### src/rtl/uart_rx_pkg.sv
// Shared types and helpers for the 8N1 UART receiver.
//   rx_state_e      : receive FSM state encoding (3 bits)
//   DATA_BITS       : data bits per frame
//   STOP_BITS       : stop bits per frame
//   mid_start_count : divider count at which the start bit is re-sampled
//   frame_clks      : clock cycles spanned by one complete frame
package uart_rx_pkg;

  typedef enum logic [2:0] {
    StIdle,
    StStart,
    StData,
    StStop,
    StWaitHigh
  } rx_state_e;

  localparam int unsigned DATA_BITS = 8;
  localparam int unsigned STOP_BITS = 1;

  // Half a bit period minus one, so the start bit is checked at its centre.
  function automatic int unsigned mid_start_count(input int unsigned clks_per_bit);
    return clks_per_bit / 2 - 1;
  endfunction

  function automatic int unsigned frame_clks(input int unsigned clks_per_bit);
    return clks_per_bit * (1 + DATA_BITS + STOP_BITS);
  endfunction

endpackage

### src/rtl/sync_fifo_fwft.sv
// First-word-fall-through synchronous FIFO.
//   clk, resetb : clock and asynchronous active-low reset
//   push        : write push_data (accepted when not full, or when full with a same-cycle pop)
//   pop         : remove the head entry (ignored when empty)
//   head        : current head entry, forced to 0 while empty
//   empty, full : occupancy flags
//   count       : occupancy, 0..DEPTH
module sync_fifo_fwft #(
  parameter int unsigned WIDTH = 8,
  parameter int unsigned DEPTH = 16
) (
  input  logic                   clk,
  input  logic                   resetb,
  input  logic                   push,
  input  logic [WIDTH-1:0]       push_data,
  input  logic                   pop,
  output logic [WIDTH-1:0]       head,
  output logic                   empty,
  output logic                   full,
  output logic [$clog2(DEPTH):0] count
);

  localparam int unsigned PtrW = $clog2(DEPTH);
  localparam int unsigned CntW = PtrW + 1;

  logic [WIDTH-1:0] mem_q [DEPTH];
  logic [PtrW-1:0]  wr_ptr_q, rd_ptr_q;
  logic [CntW-1:0]  count_q, count_d;
  logic             push_en, pop_en;

  assign empty  = (count_q == '0);
  assign full   = (count_q == CntW'(DEPTH));
  assign pop_en = pop && !empty;
  // When full, a simultaneous pop frees the slot the push lands in.
  assign push_en = push && (!full || pop);

  always_comb begin
    count_d = count_q;
    case ({push_en, pop_en})
      2'b10:   count_d = count_q + CntW'(1);
      2'b01:   count_d = count_q - CntW'(1);
      default: count_d = count_q;
    endcase
  end

  always_ff @(posedge clk or negedge resetb) begin
    if (!resetb) begin
      wr_ptr_q <= '0;
      rd_ptr_q <= '0;
      count_q  <= '0;
    end else begin
      if (push_en) wr_ptr_q <= wr_ptr_q + PtrW'(1);
      if (pop_en)  rd_ptr_q <= rd_ptr_q + PtrW'(1);
      count_q <= count_d;
    end
  end

  always_ff @(posedge clk) begin
    if (push_en) mem_q[wr_ptr_q] <= push_data;
  end

  assign head  = empty ? '0 : mem_q[rd_ptr_q];
  assign count = count_q;

endmodule

### src/rtl/uart_rx_fifo.sv
// 8N1 UART receiver with a first-word-fall-through receive FIFO.
//   clk, resetb  : clock and asynchronous active-low reset
//   rxd          : asynchronous serial input, idle high
//   rx_data      : FIFO head byte, valid while rx_valid
//   rx_valid     : FIFO not empty
//   rx_ready     : consumer pops the head when rx_valid && rx_ready
//   frame_err    : one-cycle pulse when a stop bit samples low
//   overflow     : sticky, set when a byte is dropped on a full FIFO
//   clr_overflow : synchronous clear of overflow (a same-cycle drop wins)
//   fifo_count   : FIFO occupancy
//   busy         : receive FSM is not idle
module uart_rx_fifo
  import uart_rx_pkg::*;
#(
  parameter int unsigned CLKS_PER_BIT = 217,
  parameter int unsigned FIFO_DEPTH   = 16,
  parameter int unsigned CNT_W        = 16
) (
  input  logic                        clk,
  input  logic                        resetb,
  input  logic                        rxd,
  output logic [7:0]                  rx_data,
  output logic                        rx_valid,
  input  logic                        rx_ready,
  output logic                        frame_err,
  output logic                        overflow,
  input  logic                        clr_overflow,
  output logic [$clog2(FIFO_DEPTH):0] fifo_count,
  output logic                        busy
);

  localparam int unsigned IdxW = $clog2(DATA_BITS);
  localparam logic [CNT_W-1:0] CntMid  = CNT_W'(mid_start_count(CLKS_PER_BIT));
  localparam logic [CNT_W-1:0] CntLast = CNT_W'(CLKS_PER_BIT - 1);
  localparam logic [IdxW-1:0]  IdxLast = IdxW'(DATA_BITS - 1);

  rx_state_e        state_q, state_d;
  logic [CNT_W-1:0] cnt_q, cnt_d;
  logic [IdxW-1:0]  bit_idx_q, bit_idx_d;
  logic [7:0]       shreg_q, shreg_d;
  logic             rxd_meta_q, rxd_s_q;
  logic             frame_err_q, frame_err_d;
  logic             overflow_q, overflow_d;
  logic             line, push, pop, fifo_empty, fifo_full, drop;

  // Two-flop synchroniser; resets to the idle-high line level.
  always_ff @(posedge clk or negedge resetb) begin
    if (!resetb) begin
      rxd_meta_q <= 1'b1;
      rxd_s_q    <= 1'b1;
    end else begin
      rxd_meta_q <= rxd;
      rxd_s_q    <= rxd_meta_q;
    end
  end

  assign line = rxd_s_q;

  always_ff @(posedge clk or negedge resetb) begin
    if (!resetb) begin
      state_q     <= StIdle;
      cnt_q       <= '0;
      bit_idx_q   <= '0;
      shreg_q     <= '0;
      frame_err_q <= 1'b0;
      overflow_q  <= 1'b0;
    end else begin
      state_q     <= state_d;
      cnt_q       <= cnt_d;
      bit_idx_q   <= bit_idx_d;
      shreg_q     <= shreg_d;
      frame_err_q <= frame_err_d;
      overflow_q  <= overflow_d;
    end
  end

  always_comb begin
    state_d = state_q;
    case (state_q)
      StIdle:     if (!line) state_d = StStart;
      StStart:    if (cnt_q == CntMid) state_d = line ? StIdle : StData;
      StData:     if (cnt_q == CntLast && bit_idx_q == IdxLast) state_d = StStop;
      StStop:     if (cnt_q == CntLast) state_d = line ? StIdle : StWaitHigh;
      StWaitHigh: if (line) state_d = StIdle;
      default:    state_d = StIdle;
    endcase
  end

  // Bit-period divider, bit index and shift register.
  always_comb begin
    cnt_d     = cnt_q;
    bit_idx_d = bit_idx_q;
    shreg_d   = shreg_q;
    case (state_q)
      StStart: begin
        if (cnt_q == CntMid) begin
          cnt_d     = '0;
          bit_idx_d = '0;
        end else begin
          cnt_d = cnt_q + CNT_W'(1);
        end
      end
      StData: begin
        if (cnt_q == CntLast) begin
          shreg_d   = {line, shreg_q[7:1]};
          cnt_d     = '0;
          bit_idx_d = bit_idx_q + IdxW'(1);
        end else begin
          cnt_d = cnt_q + CNT_W'(1);
        end
      end
      StStop: cnt_d = (cnt_q == CntLast) ? '0 : cnt_q + CNT_W'(1);
      default: cnt_d = '0;
    endcase
  end

  always_comb begin
    push        = 1'b0;
    frame_err_d = 1'b0;
    busy        = (state_q != StIdle);
    if (state_q == StStop && cnt_q == CntLast) begin
      push        = line;
      frame_err_d = !line;
    end
  end

  assign pop  = rx_valid && rx_ready;
  assign drop = push && fifo_full && !pop;

  always_comb begin
    overflow_d = overflow_q;
    if (drop) begin
      overflow_d = 1'b1;
    end else if (clr_overflow) begin
      overflow_d = 1'b0;
    end
  end

  sync_fifo_fwft #(
    .WIDTH(8),
    .DEPTH(FIFO_DEPTH)
  ) u_fifo (
    .clk      (clk),
    .resetb   (resetb),
    .push     (push),
    .push_data(shreg_q),
    .pop      (pop),
    .head     (rx_data),
    .empty    (fifo_empty),
    .full     (fifo_full),
    .count    (fifo_count)
  );

  assign rx_valid  = !fifo_empty;
  assign frame_err = frame_err_q;
  assign overflow  = overflow_q;

endmodule

### config.mk
export PLATFORM = sky130hd
export DESIGN_NAME = uart_rx_fifo
export DESIGN_NICKNAME = d
export VERILOG_FILES = /design/src/rtl/uart_rx_pkg.sv /design/src/rtl/sync_fifo_fwft.sv /design/src/rtl/uart_rx_fifo.sv
export SDC_FILE = /design/constraint.sdc
export NUM_CORES = 1
export LEC_CHECK = 0
export ABC_AREA = 0
export BUFFER_PORTS_ARGS = -buffer_cell sky130_fd_sc_hd__buf_2
export CORE_MARGIN = 5
export CORE_UTILIZATION = 40
export CTS_BUF_LIST = sky130_fd_sc_hd__clkbuf_4
export DETAILED_ROUTE_END_ITERATION = 6
export PLACE_DENSITY = 0.55
export SYNTH_ARGS = -nofsm -noshare
export SYNTH_HDL_FRONTEND = slang
export SYNTH_SLANG_ARGS = --single-unit
### constraint.sdc
create_clock -name clk -period 5.2 [get_ports clk]
set_input_delay 0.52 -clock clk [delete_from_list [all_inputs] [get_ports clk]]
set_output_delay 0.52 -clock clk [all_outputs]
set_load 0.01 [all_outputs]
Yosys cells after proc, flatten, opt, wreduce, memory -nomap -nowiden
Memories as Yosys holds them, arrays and structs flattened.
Cells that the tools add are included.

storage, ports and cells
  word-level logic and storage cells = 78
  output and inout port bits = 17
  memories kept = 1
  register bits = 47
  RAM bits = 128

memory list
  memory        depth  width  read ports  clocked after memory_dff  write ports  RTL line              source
  u_fifo.mem_q  16     8      1           0                         1            sync_fifo_fwft.sv:26  logic [WIDTH-1:0] mem_q [DEPTH];

operators by class
  muxes and demuxes = 22
  eq/ne operators = 16
  reductions and logical operators = 22
  add/subtract/negate cells = 6

operator list
  cell                                                                     number
  16-bit two-way mux                                                       2
  16-bit one-hot mux with 2 select lines                                   1
  3-bit two-way mux                                                        8
  16-bit by 1-bit adder with 16-bit output (second input constant)         1
  16-bit by 7-bit equality test with 1-bit output (second input constant)  1
  16-bit by 8-bit equality test with 1-bit output (second input constant)  1
  3-bit one-hot mux with 5 select lines                                    1
  2-bit inequality test (second input constant)                            6
  5-bit one-hot mux with 2 select lines                                    1
  4-bit by 1-bit adder with 4-bit output (second input constant)           2
  8-bit two-way mux                                                        1
  1-bit logical AND                                                        7
  3-bit by 2-bit equality test with 1-bit output (second input constant)   2
  3-bit equality test (second input constant)                              2
  1-bit two-way mux                                                        6
  3-bit one-hot mux with 2 select lines                                    1
  2-bit nonzero test                                                       3
  5-bit by 1-bit adder with 5-bit output (second input constant)           1
  5-bit equality test (second input constant)                              1
  5-bit logical NOT                                                        1
  5-bit AND reduction                                                      1
  5-bit by 1-bit subtractor with 5-bit output (second input constant)      1
  1-bit logical NOT                                                        4
  3-bit by 1-bit adder with 3-bit output (second input constant)           1
  10 further kinds                                                         10

Depth between registers and ports, before layout
Gate-level depths: netlist of run 1.

  depth in word-level cells = 7
  depth in mapped cells = 14
  depth with buffers taken out = 13

Modules after synthesis
Synthesis of run 1 repeated with hierarchy kept, for this count alone.

unflattened totals
  cells, all modules = 459
  area total of the unflattened synthesis = 7462.2 um^2

by module, submodules not included
  module          cells an instance  area each (um^2)  instances
  sync_fifo_fwft  299                5785.5            1
  uart_rx_fifo    160                1676.6            1

Worst setup path after synthesis of run 1
OpenSTA, ideal clock, no wires.

  kind = flip-flop to flip-flop
  start point = register cnt_q[0]
  end point = register u_fifo.count_q[4] (netlist: u_fifo.count[4])
  data arrival time = 2816 ps
  data required time = 5077 ps
  path buffers = 1
  setup slack = 2261 ps
  cell stages (with the launch flop) = 15
  cell sequence = dfrtp_1 inv_1 ha_1 and4b_1 nand4_2 nor4b_2 inv_1 ha_1 clkbuf_1 xor2_1 ha_1 o211a_1 o31ai_1 a31oi_1 xnor2_1

between the ends
  cells in the longest elaborated chain, start to end = 6
  elaborated cells on any way between the ends = 8
  classes of those cells = eq/ne: 3; mux: 2; reduce/logical: 3

ends and longest elaborated chain
  what                                                                                          RTL line              source
  start, declared                                                                               uart_rx_fifo.sv:38    logic [CNT_W-1:0] cnt_q, cnt_d;
  start signal, assigned                                                                        uart_rx_fifo.sv:69    cnt_q <= cnt_d;
  16-bit by 8-bit equality test with 1-bit output *                                             uart_rx_fifo.sv:121   if (state_q == StStop && cnt_q == CntLast) begin
  1-bit logical AND *                                                                           uart_rx_fifo.sv:121
  1-bit two-way mux *                                                                           uart_rx_fifo.sv:121
  1-bit logical AND *                                                                           sync_fifo_fwft.sv:35  assign push_en = push && (!full || pop);
  2-bit by 1-bit equality test with 1-bit output / 2-bit equality test (equally long branches)  sync_fifo_fwft.sv:39  case ({push_en, pop_en})
  5-bit one-hot mux with 2 select lines / 2-bit nonzero test (equally long branches)            n/a
  end signal, assigned                                                                          sync_fifo_fwft.sv:54  count_q <= count_d;
  end, declared                                                                                 sync_fifo_fwft.sv:28  logic [CntW-1:0] count_q, count_d;

Every way passes the cells marked *; elsewhere a longest branch is shown, timed or not.
A chain may end at the register's enable or synchronous reset.

Worst setup path after layout of run 1
  start point = register u_fifo.rd_ptr_q[0]
  end point = output rx_data[1]

between the ends
  cells in the longest elaborated chain, start to end = 2

ends and longest elaborated chain
  what                    RTL line              source
  start, declared         sync_fifo_fwft.sv:27  logic [PtrW-1:0] wr_ptr_q, rd_ptr_q;
  start signal, assigned  sync_fifo_fwft.sv:53  if (pop_en) rd_ptr_q <= rd_ptr_q + PtrW'(1);
  memory read 16 x 8 bit  n/a
  8-bit two-way mux       sync_fifo_fwft.sv:62  assign head = empty ? '0 : mem_q[rd_ptr_q];
  end, declared           uart_rx_fifo.sv:22    output logic [7:0] rx_data,

Every way passes these cells.

==> flow_summary.json, run 1 <==
{
  "critical_path.top_delay_family": "flip-flops",
  "async_reset_ff_frac": 0.269,
  "post-dp-hpwl_um": 9100,
  "rsz0062_at_grt": "no",
  "syn_area_um2": 7420,
  "grt_pass1_vias": 4015,
  "hold_violations": 0,
  "post_cts_resized": 0,
  "viasPerCell": 5.30,
  "power.density_nw_per_um2": 388,
  "maxCapViolations": 0,
  "area_growth_pct": 9.02,
  "crit_buf_inv": 2,
  "max_clock_freq_mhz": 293,
  "die-area_um2": 21400,
  "core_area_um2": 18100,
  "worstSetupEndpointType": "output port",
  "cts.sinks": 175,
  "p_leak_nw": 2.87,
  "cts_tree": "built",
  "postSynthRegisterBits": 175,
  "postRouteAntennaNets": 0,
  "cts_made_buffers": 17,
  "wl_um": 13900,
  "wl_per_cell_um": 19.3,
  "yosys_warnings": 0,
  "synth_edf_count": 128,
  "crit_arrival_ns": 2.89,
  "ys_seq_area_frac": 0.677,
  "gp_congestion": 0.757,
  "gr-usage-met3": 0.0347,
  "cts_setup_buffers": 0,
  "syn_inst": 453,
  "grt.busiest_layer": "met2",
  "pre_cts_ws_ns": 2.06,
  "status": "finished, final reports clean",
  "fin_ws_ns": 1.79,
  "crit_path_max_incr_delay_ns": 0.89,
  "std_cell_rows": 49,
  "min_period_over_period": 0.656,
  "cp_slowest_cell": "dfrtp_2",
  "initial_core_util": 0.409,
  "worstMarginPinSlew_ns": 1.13,
  "die_x_um": 146,
  "grt_max_degree": 48,
  "synth_top_flop_cell": "edfxtp_1",
  "grt_pass1_wl_um": 22200,
  "grt-ovfl-total": 0,
  "max_slew_margin": 0.244,
  "cts.clk_slew.worst_paths_ns": 0.14,
  "drive_gt1_frac": 0.226,
  "syn_nets": 471,
  "grt.met1_usage": 0.184,
  "dr.pass1.iters": 4,
  "ios": 22,
  "via_count": 3800,
  "syn_avg_cell_area_um2": 16.4,
  "port_buffers": 21,
  "drv_slew": 0,
  "nNetsFinal": 493,
  "synth_cell_types": 52,
  "crit_type": "register to output port",
  "antenna_found_initial": 1,
  "vdd_drop_max_mv": 0.217,
  "grtUsageTotal": 0.136,
  "met2_usage": 0.215,
  "path_cells": "buf_4 > mux4_2 > mux2i_1 > o22ai_1 > buf_2",
  "root_buffer": "clkbuf_4",
  "htreeDepth": 4,
  "clock_latency_ns": 0.56,
  "clock_skew_ns": 0.0187,
  "holdCritPathClass": "primary input to asynchronous set/reset pin",
  "period_minus_slack_ns": 3.41,
  "worstSetupStartpointType": "register",
  "cts_buffer_depth": 2,
  "drc": 0,
  "drt_iter0_drc": 217,
  "setup_violations": 0,
  "tns_ns": 0,
  "crit_required_ns": 4.68,
  "die_h_um": 146,
  "fillers": 1606,
  "critical_path.max_fanout": 23
}
cell usage after synthesis, types with 2 or more instances:
cell | n | area [um2]
nand4_1 | 5 | 31.3
a22o_1 | 2 | 17.5
nand2b_1 | 3 | 18.8
nand4b_1 | 2 | 17.5
dfrtp_1 | 45 | 1130
clkbuf_1 | 13 | 48.8
nor4_4 | 2 | 42.5
mux2_2 | 12 | 135
xnor2_1 | 16 | 140
buf_2 | 7 | 35.0
ha_1 | 13 | 163
nor4_1 | 3 | 18.8
nor3b_1 | 2 | 15.0
nor2_1 | 35 | 131
nor2b_1 | 5 | 31.3
mux2i_1 | 16 | 160
o22ai_1 | 8 | 50.1
inv_1 | 13 | 48.8
nor3_1 | 7 | 35.0
and2_1 | 3 | 18.8
mux4_2 | 32 | 721
nand3_1 | 14 | 70.1
and3_1 | 3 | 18.8
nand2_1 | 14 | 52.6
xor2_1 | 8 | 70.1
and3b_1 | 2 | 17.5
o31ai_1 | 2 | 15.0
or3_1 | 3 | 18.8
a21oi_1 | 7 | 35.0
dfstp_2 | 2 | 52.6
o21ai_0 | 6 | 30.0
edfxtp_1 | 128 | 3840
state kept, by name (all words and copies together), names as in the netlist:
name	cells
u_fifo.count	5
shreg_q	8
line	1
state_q	3
overflow	1
bit_idx_q	3
cnt_q	16
u_fifo.rd_ptr_q	4
rxd_meta_q	1
u_fifo.wr_ptr_q	4
u_fifo.mem_q	128
frame_err	1
area by class of cell:
type	count	area [um2]	share of cell area
diodes	1	2.50	0.000309
clock buffers	17	128	0.0158
clock inverters	14	213	0.0263
inverters	13	48.8	0.00603
multi-input cells	242	2250	0.278
flip-flops and latches	175	5020	0.621
well taps	229	287	0.0354
repair buffers	26	145	0.0179
kinds of logic (layout without fill, tap and decap cells):
logic type,after synthesis,in the layout,share of synthesized area
AO/OA/AOI/OAI,34,34,0.0310
XOR/XNOR,24,24,0.0283
flip-flops,175,175,0.677
multiplexers,60,60,0.137
adder cells (fa/ha/maj),13,13,0.0219
other,0,1,0
AND/OR/NAND/NOR,111,111,0.0844
buffers and inverters,36,70,0.0209
power breakdown:
group          total (mW)  switching, mW  leakage (nW)  internal, mW
logic               0.558          0.264         0.894         0.293
clock network       0.894          0.464         0.184         0.429
registers            1.69          0.174          1.79          1.52
total                3.14          0.902          2.87          2.24
placed cells by master (no fill, tap or decap), types with 5 or more instances in the layout:
cell type and n:
a21oi_1 7, buf_2 21, bufinv_16 5, clkbuf_4 17
dfrtp_1 44, edfxtp_1 128, ha_1 13, inv_1 13
mux2_2 12, mux2i_1 16, mux4_2 32, nand2_1 14
nand3_1 14, nand4_1 5, nor2_1 35, nor2b_1 5
nor3_1 7, o21ai_0 6, o22ai_1 8, xnor2_1 16
xor2_1 8
final timing paths:
kind                               startpoint                 end  slack, ns  cells past startpoint
hold / removal                         resetb            cnt_q[6]       0.04                      2
hold reg to reg                    rxd_meta_q                line       0.38                      0
setup / recovery           u_fifo.rd_ptr_q[0]          rx_data[1]       1.79                      5
setup reg to reg                     cnt_q[0]     u_fifo.count[4]       2.04                     13
min in group clk                 clr_overflow            overflow       0.25                      3
max in group asynchronous              resetb  u_fifo.rd_ptr_q[0]       4.71                      2
layer usage:
layer  vias up  wire [um]
met1      1955       6530
met2        47       6770
met5         -          0
met3        13        415
met4         0        158
li1       1785          -
stage by stage:
stage | cells | power (mW) | util | hold slack, ns | instance area (um2)
floorplan | 453 | 2.09 | - | 0.224 | 7420
global placement | 684 | 2.29 | 0.427 | 0.348 | 7740
detailed placement | 684 | 2.30 | 0.427 | 0.352 | 7740
CTS | 716 | 3.19 | 0.446 | 0.00625 | 8090
global route | 717 | 3.31 | 0.446 | 0.0340 | 8090
finish | 717 | 3.14 | 0.446 | 0.0383 | 8090
what timing repair did:
action | in CTS | in global routing
hold buffers | 1 | 0
setup endpoints to repair | 0 | 0
hold endpoints to repair | 1 | 0
Note: power is estimated with default switching activity, not from simulation.
==> run 2: changes to the inputs <==
--- a/config.mk
+++ b/config.mk
@@ -5,7 +5,7 @@
 export SDC_FILE = /design/constraint.sdc
 export NUM_CORES = 1
 export LEC_CHECK = 0
-export ABC_AREA = 0
+export ABC_AREA = 1
 export BUFFER_PORTS_ARGS = -buffer_cell sky130_fd_sc_hd__buf_2
 export CORE_MARGIN = 5
 export CORE_UTILIZATION = 40
==> constraint.sdc (replaced) <==
create_clock -name clk -period 3.55 [get_ports clk]
set_input_delay 0.355 -clock clk [delete_from_list [all_inputs] [get_ports clk]]
set_output_delay 0.355 -clock clk [all_outputs]
set_load 0.01 [all_outputs]
==> flow_summary.json, run 2 <==
{
  "status": "finished, final reports clean",
  "netlist_top_cells_area": "edfxtp_1, dfrtp_1, nand2_1",
  "cts.clk_slew.worst_paths_ns": 0.15,
  "layout_common_cells": "nand2_1, edfxtp_1, nand3_1, inv_1, dfrtp_1",
  "hold_buffers": 2,
  "tns_ns": 0,
  "max_clock_freq_mhz": 332,
  "syn_inst": 768,
  "drc": 0,
  "cts.sinks": 175,
  "async_reset_ff_frac": 0.269,
  "ios": 22,
  "postSynthRegisterBits": 175,
  "cts_tree": "built",
  "via_count": 5379,
  "synth_edf_count": 128,
  "viasPerCell": 5.00,
  "crit_required_ns": 3.19,
  "post-dp-hpwl_um": 10900,
  "hold_violations": 0,
  "postRouteAntennaNets": 0,
  "wl_per_cell_um": 16.0,
  "synth_top_flop_cell": "edfxtp_1",
  "post_cts_resized": 0,
  "fillers": 1830,
  "worstSetupStartpointType": "register",
  "die-area_um2": 22400,
  "critical_path.max_fanout": 33,
  "gp_congestion": 0.828,
  "top_register": "u_fifo.mem_q",
  "clock_latency_ns": 0.57,
  "synth_cell_types": 34,
  "root_buffer": "clkbuf_4",
  "switching_share": 0.374,
  "syn_area_um2": 7790,
  "vdd_drop_max_mv": 0.240,
  "utilization": 0.441,
  "crit_type": "register to output port",
  "holdCritPathClass": "primary input to register",
  "yosys_warnings": 0,
  "dr.pass1.iters": 5,
  "syn_nets": 786,
  "core_area_um2": 19300,
  "drt_iter0_drc": 390,
  "yosysTopAreaCell": "edfxtp_1",
  "pre_cts_ws_ns": 0.848,
  "p_leak_nw": 3.65,
  "comb_power_share": 0.299,
  "synth_top_area_share": 0.494,
  "period_minus_slack_ns": 3.01,
  "die_x_um": 150,
  "die_h_um": 150,
  "power.density_nw_per_um2": 572,
  "ys_seq_area_frac": 0.645,
  "wl_um": 17300,
  "drive_gt1_frac": 0.110,
  "cts_buffer_depth": 2,
  "nNetsFinal": 814,
  "placedCellCount": 1040,
  "yosysMostFrequentCell": "nand2_1",
  "p_seq_frac": 0.470,
  "largest_reg_flops": 128,
  "grt_pass1_vias": 5256,
  "setup_violations": 0,
  "area_growth_pct": 9.43,
  "grtUsageTotal": 0.164,
  "cts_made_buffers": 17,
  "final_common_cell": "nand2_1",
  "maxCapViolations": 0,
  "p_switching_mw": 1.82,
  "drv_slew": 0,
  "cts_setup_buffers": 0,
  "antenna_found_initial": 1,
  "worstMarginPinSlew_ns": 1.18,
  "max_slew_margin": 0.211,
  "synthTopCellsByCount": "nand2_1, edfxtp_1, nand3_1, inv_1, dfrtp_1",
  "htreeDepth": 4,
  "worstSetupEndpointType": "output port",
  "p_clk_frac": 0.231,
  "rsz0062_at_grt": "no",
  "syn_avg_cell_area_um2": 10.1,
  "stdcell_count": 1075,
  "grt-ovfl-total": 0,
  "initial_core_util": 0.403,
  "r2r_slack_ns": 0.79,
  "crit_arrival_ns": 2.66,
  "min_period_over_period": 0.849,
  "grt_pass1_wl_um": 28300,
  "port_buffers": 21,
  "grt_max_degree": 67,
  "largest_registers": "u_fifo.mem_q: 128 flops, cnt_q: 16 flops, shreg_q: 8 flops",
  "clock_skew_ns": 0.0263,
  "power_mw": 4.87,
  "internal-power_mw": 3.05,
  "fin_ws_ns": 0.536,
  "std_cell_rows": 51
}
==> run 2: cell count changes after synthesis, sizes merged, moves of 8 or more <==
cell   change
nor2       +8
mux2i     -16
nor3       +9
mux4      -32
nand3    +104
buf       +12
mux2      -12
xnor2     -12
inv       +34
nand2    +253
==> run 2: power groups by stage <==
stage          clock network (mW)  logic, mW  registers [mW]
2_1_floorplan                   0      0.990            2.32
3_3_place_gp                    0       1.43            2.33
3_5_place_dp                    0       1.47            2.33
4_1_cts                      1.17       1.47            2.29
5_1_grt                      1.25       1.62            2.30
6_report                     1.13       1.46            2.29
==> run 2: logic make-up after synthesis <==
kind of cell    synth area share
flops                      0.645
compound gates            0.0194
buf+inv                   0.0424
xor+xnor                  0.0180
fa+ha+maj                 0.0209
simple gates               0.254
==> run 2: routing by layer <==
metal | up-vias | global-route usage | wire, um
met5 | - | 0 | 0
met4 | 0 | 0.0462 | 228
met3 | 17 | 0.0327 | 866
met2 | 154 | 0.268 | 8220
met1 | 2572 | 0.224 | 7940
li1 | 2636 | - | -
==> run 2: critical path: stages, from the launching register on <==
cell and delay (ns):
dfrtp_1 0.41, inv_1 0.86, nand3_1 0.18, nand3_1 0.20
nand2_1 0.11, nand2_1 0.07, a21oi_1 0.10, buf_2 0.16
==> run 2: through the flow <==
stage,hold slack (ns),cell area [um2]
final,0.0679,8520
after floorplan,0.0594,7790
after global routing,0.0467,8520
after global placement,0.346,8210
after CTS,0.0231,8520
after detailed placement,0.347,8210
==> run 2: final timing paths <==
check                              startpoint  cells past startpoint                 end
setup / recovery           u_fifo.rd_ptr_q[1]                      7          rx_data[5]
hold / removal                   clr_overflow                      4            overflow
setup reg to reg                     cnt_q[0]                     17     u_fifo.count[4]
hold reg to reg                    rxd_meta_q                      0                line
max in group asynchronous              resetb                      3  u_fifo.rd_ptr_q[0]
min in group asynchronous              resetb                      3  u_fifo.rd_ptr_q[3]
==> run 2: final cells by class <==
cell class	instances	area, um2	share of cell area
flip-flops and latches	175	5020	0.590
clock inverters	14	149	0.0175
multi-input cells	513	2430	0.286
well taps	265	332	0.0389
inverters	50	188	0.0220
diodes	1	2.50	0.000294
repair buffers	39	258	0.0302
clock buffers	18	135	0.0159
